### config.mk
export PLATFORM = sky130hd
export DESIGN_NAME = sc_intc_flat
export DESIGN_NICKNAME = d
export VERILOG_FILES = /design/src/rtl/sc_intc_pkg.sv /design/src/rtl/sc_intc_if.sv /design/src/rtl/sc_intc_prio.sv /design/src/rtl/sc_intc.sv /design/src/flat_wrapper.sv
export SDC_FILE = /design/constraint.sdc
export NUM_CORES = 1
export LEC_CHECK = 0
export ABC_AREA = 1
export CELL_PAD_IN_SITES_DETAIL_PLACEMENT = 1
export CELL_PAD_IN_SITES_GLOBAL_PLACEMENT = 1
export CORE_MARGIN = 10
export CORE_UTILIZATION = 25
export DETAILED_ROUTE_END_ITERATION = 10
export PLACE_DENSITY = 0.84
export SLEW_MARGIN = 20
export SYNTH_ARGS = -nofsm -noshare
export SYNTH_HDL_FRONTEND = slang
export SYNTH_HIERARCHICAL = 1
export SYNTH_SLANG_ARGS = --single-unit
### constraint.sdc
create_clock -name clock -period 1.6 [get_ports clock]
set_input_delay 0.24 -clock clock [delete_from_list [all_inputs] [get_ports clock]]
set_output_delay 0.24 -clock clock [all_outputs]
set_load 0.005 [all_outputs]
### src/rtl/sc_intc_pkg.sv
// Shared definitions for the sc_intc interrupt controller:
// register offsets, FSM state codes and the spurious-ack id.
package sc_intc_pkg;

    typedef enum logic [1:0] {
        S_IDLE = 2'd0,
        S_REQ  = 2'd1,
        S_SERV = 2'd2
    } state_t;

    localparam logic [3:0] OFF_PEND  = 4'h0;
    localparam logic [3:0] OFF_MASK  = 4'h4;
    localparam logic [3:0] OFF_CAUSE = 4'h8;
    localparam logic [3:0] OFF_EOI   = 4'hC;

    localparam logic [3:0] SPURIOUS_ID = 4'hF;

    // CAUSE register image: valid flag on top, source id in the low nibble.
    function automatic logic [31:0] cause_word(logic v, logic [3:0] id);
        return {v, 27'b0, id};
    endfunction

endpackage

### src/rtl/sc_intc_if.sv
// Data-memory bus slice seen by the interrupt controller.
// The CPU side is master; the controller is slave.
interface sc_intc_if;

    logic [31:0] addr;
    logic [31:0] wdata;
    logic        we;
    logic [31:0] rdata;
    logic        hit;

    modport master (
        output addr,
        output wdata,
        output we,
        input  rdata,
        input  hit
    );

    modport slave (
        input  addr,
        input  wdata,
        input  we,
        output rdata,
        output hit
    );

endinterface

### src/rtl/sc_intc_prio.sv
// Combinational priority encoder: lowest set index wins.
// Reports whether any request is present and its 4-bit id.
module sc_intc_prio #(
    parameter int NSRC = 8
) (
    input  logic [NSRC-1:0] req,
    output logic            any,
    output logic [3:0]      id
);

    // Scan downward so the lowest set bit is the last assignment.
    always_comb begin
        any = |req;
        id  = 4'd0;
        for (int i = NSRC - 1; i >= 0; i--) begin
            if (req[i]) begin
                id = i[3:0];
            end
        end
    end

endmodule

### src/rtl/sc_intc.sv
// Memory-mapped priority interrupt controller for the single-cycle core:
// edge capture, pending/mask registers, request FSM and bus window.
module sc_intc
    import sc_intc_pkg::*;
#(
    parameter int          NSRC      = 8,
    parameter logic [31:0] BASE_ADDR = 32'h0000_0F00
) (
    input  logic            clock,
    input  logic            reset,
    input  logic [NSRC-1:0] irq,
    output logic            intr,
    input  logic            inta,
    sc_intc_if.slave        bus
);

    logic [NSRC-1:0] irq_q;
    logic [NSRC-1:0] pend;
    logic [NSRC-1:0] mask;
    logic [NSRC-1:0] elig;
    logic [NSRC-1:0] rise;
    logic [NSRC-1:0] w1c;
    logic [NSRC-1:0] ack_clr;
    logic [3:0]      cur_id;
    logic            valid;
    logic [3:0]      prio_id;
    logic            prio_any;
    state_t          state;
    state_t          state_n;
    logic            ack;
    logic            spur;
    logic            eoi;
    logic [31:0]     rel;
    logic [3:0]      reg_off;
    logic            wr_pend;
    logic            wr_mask;
    logic            wr_eoi;
    logic            unused_bits;

    // Window decode relative to the base; low two address bits ignored.
    assign rel     = bus.addr - BASE_ADDR;
    assign bus.hit = (bus.addr >= BASE_ADDR) && (rel < 32'd16);
    assign reg_off = {rel[3:2], 2'b00};

    assign wr_pend = bus.we && bus.hit && (reg_off == OFF_PEND);
    assign wr_mask = bus.we && bus.hit && (reg_off == OFF_MASK);
    assign wr_eoi  = bus.we && bus.hit && (reg_off == OFF_EOI);

    assign elig = pend & mask;
    assign rise = irq & ~irq_q;
    assign w1c  = wr_pend ? bus.wdata[NSRC-1:0] : '0;

    assign unused_bits = ^{bus.wdata, rel[1:0]};

    sc_intc_prio #(
        .NSRC(NSRC)
    ) u_prio (
        .req(elig),
        .any(prio_any),
        .id (prio_id)
    );

    // One-hot clear of the source being granted.
    always_comb begin
        ack_clr = '0;
        for (int i = 0; i < NSRC; i++) begin
            ack_clr[i] = ack && (prio_id == i[3:0]);
        end
    end

    // FSM state register.
    always_ff @(posedge clock or posedge reset) begin
        if (reset) state <= S_IDLE;
        else       state <= state_n;
    end

    // FSM next state plus grant / spurious / end-of-service strobes.
    always_comb begin
        state_n = state;
        ack     = 1'b0;
        spur    = 1'b0;
        eoi     = 1'b0;
        case (state)
            S_IDLE: begin
                if (prio_any) state_n = S_REQ;
            end
            S_REQ: begin
                if (inta && prio_any) begin
                    state_n = S_SERV;
                    ack     = 1'b1;
                end else if (inta) begin
                    state_n = S_IDLE;
                    spur    = 1'b1;
                end else if (!prio_any) begin
                    state_n = S_IDLE;
                end
            end
            S_SERV: begin
                if (wr_eoi) begin
                    state_n = S_IDLE;
                    eoi     = 1'b1;
                end
            end
            default: state_n = S_IDLE;
        endcase
    end

    // Registered request line: high exactly while waiting for an ack.
    always_ff @(posedge clock or posedge reset) begin
        if (reset) intr <= 1'b0;
        else       intr <= (state_n == S_REQ);
    end

    // Edge history for rising-edge capture.
    always_ff @(posedge clock or posedge reset) begin
        if (reset) irq_q <= '0;
        else       irq_q <= irq;
    end

    // Pending bits: a new edge beats any same-cycle clear.
    always_ff @(posedge clock or posedge reset) begin
        if (reset) pend <= '0;
        else       pend <= (pend & ~w1c & ~ack_clr) | rise;
    end

    // Mask register; a same-cycle ack still sees the old mask.
    always_ff @(posedge clock or posedge reset) begin
        if (reset)        mask <= '0;
        else if (wr_mask) mask <= bus.wdata[NSRC-1:0];
    end

    // Granted id and valid flag shown through CAUSE.
    always_ff @(posedge clock or posedge reset) begin
        if (reset) begin
            cur_id <= 4'd0;
            valid  <= 1'b0;
        end else if (ack) begin
            cur_id <= prio_id;
            valid  <= 1'b1;
        end else if (spur) begin
            cur_id <= SPURIOUS_ID;
            valid  <= 1'b0;
        end else if (eoi) begin
            valid  <= 1'b0;
        end
    end

    // Combinational read mux; zero outside the window and for EOI.
    always_comb begin
        bus.rdata = '0;
        if (bus.hit) begin
            case (reg_off)
                OFF_PEND:  bus.rdata = 32'(pend);
                OFF_MASK:  bus.rdata = 32'(mask);
                OFF_CAUSE: bus.rdata = cause_word(valid, cur_id);
                default:   bus.rdata = '0;
            endcase
        end
    end

endmodule

### src/flat_wrapper.sv
// flat-port wrapper written by rule: the top's interface ports become plain ports
module sc_intc_flat import sc_intc_pkg::*;
#(
    parameter int          NSRC      = 8,
    parameter logic [31:0] BASE_ADDR = 32'h0000_0F00
)
  (clock, reset, irq, intr, inta, bus_addr, bus_wdata, bus_we, bus_rdata, bus_hit);
  sc_intc_if bus_i ();
  input  logic clock;
  input  logic reset;
  input  logic [NSRC-1:0] irq;
  output logic intr;
  input  logic inta;
  input wire logic [$bits(bus_i.addr)-1:0] bus_addr;
  input wire logic [$bits(bus_i.wdata)-1:0] bus_wdata;
  input wire logic [$bits(bus_i.we)-1:0] bus_we;
  output wire logic [$bits(bus_i.rdata)-1:0] bus_rdata;
  output wire logic [$bits(bus_i.hit)-1:0] bus_hit;
  assign bus_i.addr = bus_addr;
  assign bus_i.wdata = bus_wdata;
  assign bus_i.we = bus_we;
  assign bus_rdata = bus_i.rdata;
  assign bus_hit = bus_i.hit;
  sc_intc #(.NSRC(NSRC), .BASE_ADDR(BASE_ADDR)) u_core (.clock(clock), .reset(reset), .irq(irq), .intr(intr), .inta(inta), .bus(bus_i));
endmodule
==> results of run 1 <==
==> cells in the mapped netlist, types with 2 or more instances <==
cell / n / area [um2]
nor2_1: 44 / 165.2
clkbuf_1: 2 / 7.510
dfrtp_1: 32 / 800.8
inv_1: 55 / 206.5
xor2_1: 3 / 26.28
nor2_2: 7 / 43.79
nand4_1: 12 / 75.07
a31oi_1: 10 / 62.56
o21ai_2: 8 / 70.07
buf_4: 25 / 187.7
conb_1: 2 / 7.510
nor2_4: 4 / 45.04
nand2_2: 3 / 18.77
nand3_2: 2 / 20.02
nand2_1: 110 / 412.9
a21oi_1: 9 / 45.04
nand3_1: 18 / 90.09
o21a_1: 2 / 15.01
==> how the worst max path moves through the flow <==
stage / end / cells past startpoint
5_1_grt: bus_rdata[3] / 14
3_3_place_gp: bus_rdata[3] / 14
4_1_cts: bus_rdata[0] / 16
2_1_floorplan: u_core/mask[4] / 14
3_5_place_dp: bus_rdata[3] / 14
6_report: bus_rdata[3] / 14
==> registers in the layout, summed over array words and instances (netlist names) <==
name,count
u_core/mask,8
u_core/cur_id,4
u_core/valid,1
u_core/state,2
u_core/pend,8
u_core/intr,1
u_core/irq_q,8
==> cell type report <==
class / count / area share [%]
Clock buffer: 6 / 1.738
Clock inverter: 2 / 0.8388
Tap cell: 129 / 3.865
Sequential cell: 32 / 19.17
Multi-Input combinational cell: 263 / 40.65
Timing Repair Buffer: 135 / 28.73
Inverter: 55 / 5.003
==> stage by stage <==
stage	utilization, %	hold WS [ns]	cell area (um2)
final	45.20	0.3454	4177
after detailed placement	37.47	0.4761	3462
after global routing	45.20	0.3989	4177
after floorplan	-	0.2714	2504
after global placement	37.47	0.4678	3462
after CTS	41.64	0.3555	3847
==> power breakdown <==
part / total (W) / internal [W] / switching [W]
Clock: 0.000793 / 0.000462 / 0.000330
Sequential: 0.000834 / 0.000825 / 0.00000879
Combinational: 0.000460 / 0.000199 / 0.000261
==> tightest hold or removal path: cells and delay by family <==
| kind | cells | cell delay (ns) |
|---|---|---|
| buf+inv | 3 | 0.83 |
==> layer usage <==
layer	vias up	GRT usage (%)	routed length, um
met2	188	28.18	6386
met5	-	0	0
met4	0	7.496	686
li1	1333	-	-
met3	57	3.022	837
met1	1497	16.71	5068
==> repair_timing <==
item | 4_1_cts | 5_1_grt
cloned | 1 | 0
resized for setup | 206 | 85
pin swaps | 49 | 48
endpoints found under the setup margin | 30 | 34
setup buffers | 12 | 11
==> cells by family after synthesis <==
kind of cell / after synthesis / share of synthesized area (%)
and+or+nand+nor: 204 / 38.37
buffers and inverters: 84 / 17.53
AOI/OAI and AO/OA: 32 / 9.000
DFF: 32 / 33.68
xor gates and xnor gates: 3 / 1.105
other: 2 / 0.3159
==> flow_summary.json, run 1 <==
{
  "rsz0062_at_grt": "yes",
  "drive_above_1_share_pct": 45.23,
  "cts.sink_count": 32,
  "grt_pass1_vias": 3313,
  "reg2reg_slack_ns": -0.42,
  "grt_max_degree": 33,
  "fin_setup_tns_ns": -16.19,
  "synth-edff-count": 0,
  "finalSetupViolations": 34,
  "crit_chain": "buf_2, nor2_4, nand2_1, nor2_4, nand3_2, nand2_1, nand3_2, nor2_2, nand3_2, nor2_4, buf_6, nand2_8, a31oi_4, buf_2",
  "async_flop_share_pct": 100.0,
  "wl_um": 12980,
  "setup.worst_path.start": "bus_addr[21]",
  "run_status": "finished, violations left",
  "power.total_w": 0.002086,
  "dp_hpwl_um": 7326,
  "period_share_pct": 141.5,
  "core_area_mm2": 0.009240,
  "h-tree-depth": 2,
  "worstPathMaxFanout": 4,
  "die_w_um": 117.5,
  "clk_pin_slew_worst_paths_ns": 0.08,
  "antenna_found_initial": 0,
  "seqCellArea_um2": 800.8,
  "multi_input_area_mm2": 0.001698,
  "layout_common_cells": "nand2_1 (84), buf_4 (58), inv_1 (47)",
  "finalHoldViolations": 0,
  "root_buffer": "clkbuf_8",
  "start_util_pct": 25.73,
  "clockBufferDepth": 2,
  "via_per_inst": 4.944,
  "dieArea_mm2": 0.01381,
  "required_ns": 1.36,
  "clkLatencyLatePin_ns": 0.29,
  "gp_congestion": 0.8953,
  "r2r_cells": 12,
  "seq_area_frac_synth_pct": 33.68,
  "min_period_ns": 2.264,
  "timing.rr.start": "u_core/mask[7]",
  "postLayoutSetupSlackWorst_ns": -0.6636,
  "failed_checks": "negative setup slack",
  "ir_worst_vdd_mv": 0.3883,
  "remaining_drc_errors": 0,
  "nets": 568,
  "antenna_cells": 0,
  "synth-seq-cells": 32,
  "r2r-end": "u_core/pend[0]",
  "die_h_um": 117.5,
  "drt_first_iter_violations": 249,
  "p_leak_nw": 2.022,
  "portBuffers": 60,
  "yosys_most_used_dff": "dfrtp_1",
  "cts_tree": "yes",
  "worstSetupStartpointType": "input port",
  "finalClockSkew_ns": 0.01089,
  "wl_per_cell_um": 20.86,
  "power_density_mw_per_mm2": 499.5,
  "dp_cells": 592,
  "first_pass_iters": 5,
  "cpMaxStageDelayCell": "a31oi_4",
  "postSynthCellCount": 357,
  "yosysUniqueCellTypes": 27,
  "fill_cells": 1125,
  "final_cells": 622,
  "arrival_ns": 2.02,
  "path_delay_family": "simple AND/OR/NAND/NOR gates",
  "postRouteAntennaNets": 0,
  "end_kind": "output port",
  "hp-class": "input port to asynchronous set/reset pin",
  "grt_use_total_pct": 15.50,
  "grt_pass1_wl_um": 17600,
  "ys_warn_count": 6,
  "cts_made_buffers": 5,
  "path_buf_inv": 3,
  "drv_cap": 0,
  "max_clock_freq_ghz": 0.4418,
  "area_growth_syn_to_layout_pct": 75.68,
  "io_pins": 110,
  "grt.overflow.total": 0,
  "synth.avg_cell_area_um2": 6.659,
  "num_vias": 3075,
  "cts_hold_buf": 0,
  "row_count": 35,
  "max_stage_delay_ns": 0.17,
  "drv_slew": 0,
  "worstSetupPathType": "input port to output port",
  "syn_area_mm2": 0.002377,
  "final_common_cell": "nand2_1",
  "dp_slack_ns": -1.377
}
No activity file was read; power rests on OpenSTA's default activity.
==> run 2, diff against run 1 <==
- CELL_PAD_IN_SITES_DETAIL_PLACEMENT: 1 -> default
- CELL_PAD_IN_SITES_GLOBAL_PLACEMENT: 1 -> default
- CORE_UTILIZATION: 25 -> 38
- CTS_CLUSTER_SIZE: default -> 8
- PLACE_DENSITY: 0.84 -> 0.86
==> flow_summary.json, run 2 (synthesis gave the netlist of run 1 again) <==
{
  "antenna_found_initial": 0,
  "power.total_w": 0.002025,
  "clockBufferDepth": 2,
  "start_util_pct": 39.68,
  "io_pins": 110,
  "period_share_pct": 145.6,
  "num_vias": 2940,
  "dp_hpwl_um": 5796,
  "remaining_drc_errors": 0,
  "dpl_cell_area_mm2": 0.003342,
  "worstSetupStartpointType": "input port",
  "cts_tree": "yes",
  "h-tree-depth": 2,
  "die_h_um": 99.10,
  "arrival_ns": 2.09,
  "gp_congestion": 1.048,
  "finalSetupViolations": 29,
  "drv_slew": 0,
  "grt_max_degree": 33,
  "cts_hold_buf": 0,
  "max_clock_freq_ghz": 0.4294,
  "dieArea_mm2": 0.009820,
  "clk_pin_slew_worst_paths_ns": 0.07,
  "failed_checks": "negative setup slack",
  "wl_um": 9245,
  "cts.sink_count": 32,
  "core_area_mm2": 0.005991,
  "rsz0062_at_grt": "yes",
  "grt.overflow.total": 0,
  "min_period_ns": 2.329,
  "end_kind": "output port",
  "final_common_cell": "nand2_1",
  "finalHoldViolations": 0,
  "run_status": "finished, violations left",
  "postRouteAntennaNets": 0,
  "cts_made_buffers": 5,
  "required_ns": 1.36,
  "drive_above_1_share_pct": 40.99,
  "row_count": 28,
  "power_density_mw_per_mm2": 519.6,
  "via_per_inst": 5.269,
  "grt_pass1_wl_um": 14140,
  "area_growth_syn_to_layout_pct": 63.95,
  "top_regs": "u_core/irq_q (8), u_core/mask (8), u_core/pend (8)",
  "clkLatencyLatePin_ns": 0.29,
  "nets": 558,
  "ir_worst_vdd_mv": 0.5090,
  "p_leak_nw": 1.913,
  "fin_area_mm2": 0.003897,
  "hp-class": "input port to asynchronous set/reset pin",
  "first_pass_iters": 7,
  "finalClockSkew_ns": 0.003389,
  "antenna_cells": 0,
  "drt_first_iter_violations": 328,
  "die_w_um": 99.10,
  "grt_use_total_pct": 16.93,
  "grt_pass1_vias": 2965,
  "worstSetupPathType": "input port to output port",
  "portBuffers": 60,
  "root_buffer": "clkbuf_8",
  "worstPathMaxFanout": 4,
  "wl_per_cell_um": 16.57,
  "postLayoutSetupSlackWorst_ns": -0.7289,
  "drv_cap": 0,
  "layout_common_cells": "nand2_1 (87), buf_4 (54), inv_1 (50)"
}
==> run 2: cell count changes in the layout (fill, tap and decap cells not counted), moves of 3 or more <==
cell	previous run	this run
buf_6	24	20
buf_4	58	54
inv_1	47	50
nor2_4	30	24
nor2_1	15	18
nand2_1	84	87
nor2_2	10	13
==> run 2: timing repair <==
item,4_1_cts,5_1_grt
endpoints found under the setup margin,28,34
pin swaps,60,7
gates resized for setup,219,29
setup buffers,11,9
gates cloned,1,0
==> run 2: worst max-delay path, stage by stage <==
cell     delay, ns
buf_2         0.13
nor2_4        0.10
nand2_1       0.10
nor2_2        0.18
nand3_2       0.14
nand2_1       0.09
nand3_1       0.08
nor2_1        0.21
nand3_2       0.13
nor2_4        0.15
buf_6         0.14
nand2_8       0.07
a31oi_4       0.17
buf_2         0.14
==> run 2: worst paths after layout <==
check,depth (start not counted),to,startpoint,slack (ns)
worst max register to register,11,u_core/pend[7],u_core/pend[3],-0.25
min in group clock,1,u_core/irq_q[0],irq[0],0.41
max in group asynchronous,3,u_core/irq_q[6],reset,0.97
worst min-delay path,3,u_core/irq_q[4],reset,0.33
worst max-delay path,14,bus_rdata[3],bus_addr[23],-0.73
worst min register to register,3,u_core/pend[3],u_core/irq_q[3],0.48
==> run 2: per-stage QoR <==
| step | utilization [%] | hold slack (ns) | std cells | setup TNS [ns] | setup slack [ns] |
|---|---|---|---|---|---|
| global route | 65.06 | 0.3795 | 558 | -16.10 | -0.7690 |
| global placement | 55.79 | 0.4610 | 531 | -26.59 | -1.285 |
| finish | 65.06 | 0.3307 | 558 | -14.30 | -0.7289 |
| detailed placement | 55.79 | 0.4682 | 531 | -27.15 | -1.289 |
| CTS | 62.55 | 0.3465 | 550 | -6.371 | -0.4529 |
| floorplan | - | 0.2714 | 379 | -0.1948 | -0.03062 |
==> run 2: layout make-up <==
cell class	instances	area, um2
Tap cell	75	93.84
Fill cell	425	2093
Inverter	55	206.4
Clock inverter	3	42.54
Multi-Input combinational cell	264	1637
Clock buffer	5	68.82
Sequential cell	32	800.8
Timing Repair Buffer	124	1049
==> run 2: routing by layer <==
layer / part of all wire [%] / track usage, %
met4: 4.6 / 7.277
met1: 37 / 19.07
met3: 9.1 / 4.567
met5: 0 / 0
met2: 49 / 29.31
==> run 2: power by group <==
group          total (W)  internal [W]  switching, W
combinational   0.000410      0.000188      0.000223
clock           0.000783      0.000461      0.000323
sequential      0.000831      0.000825    0.00000635
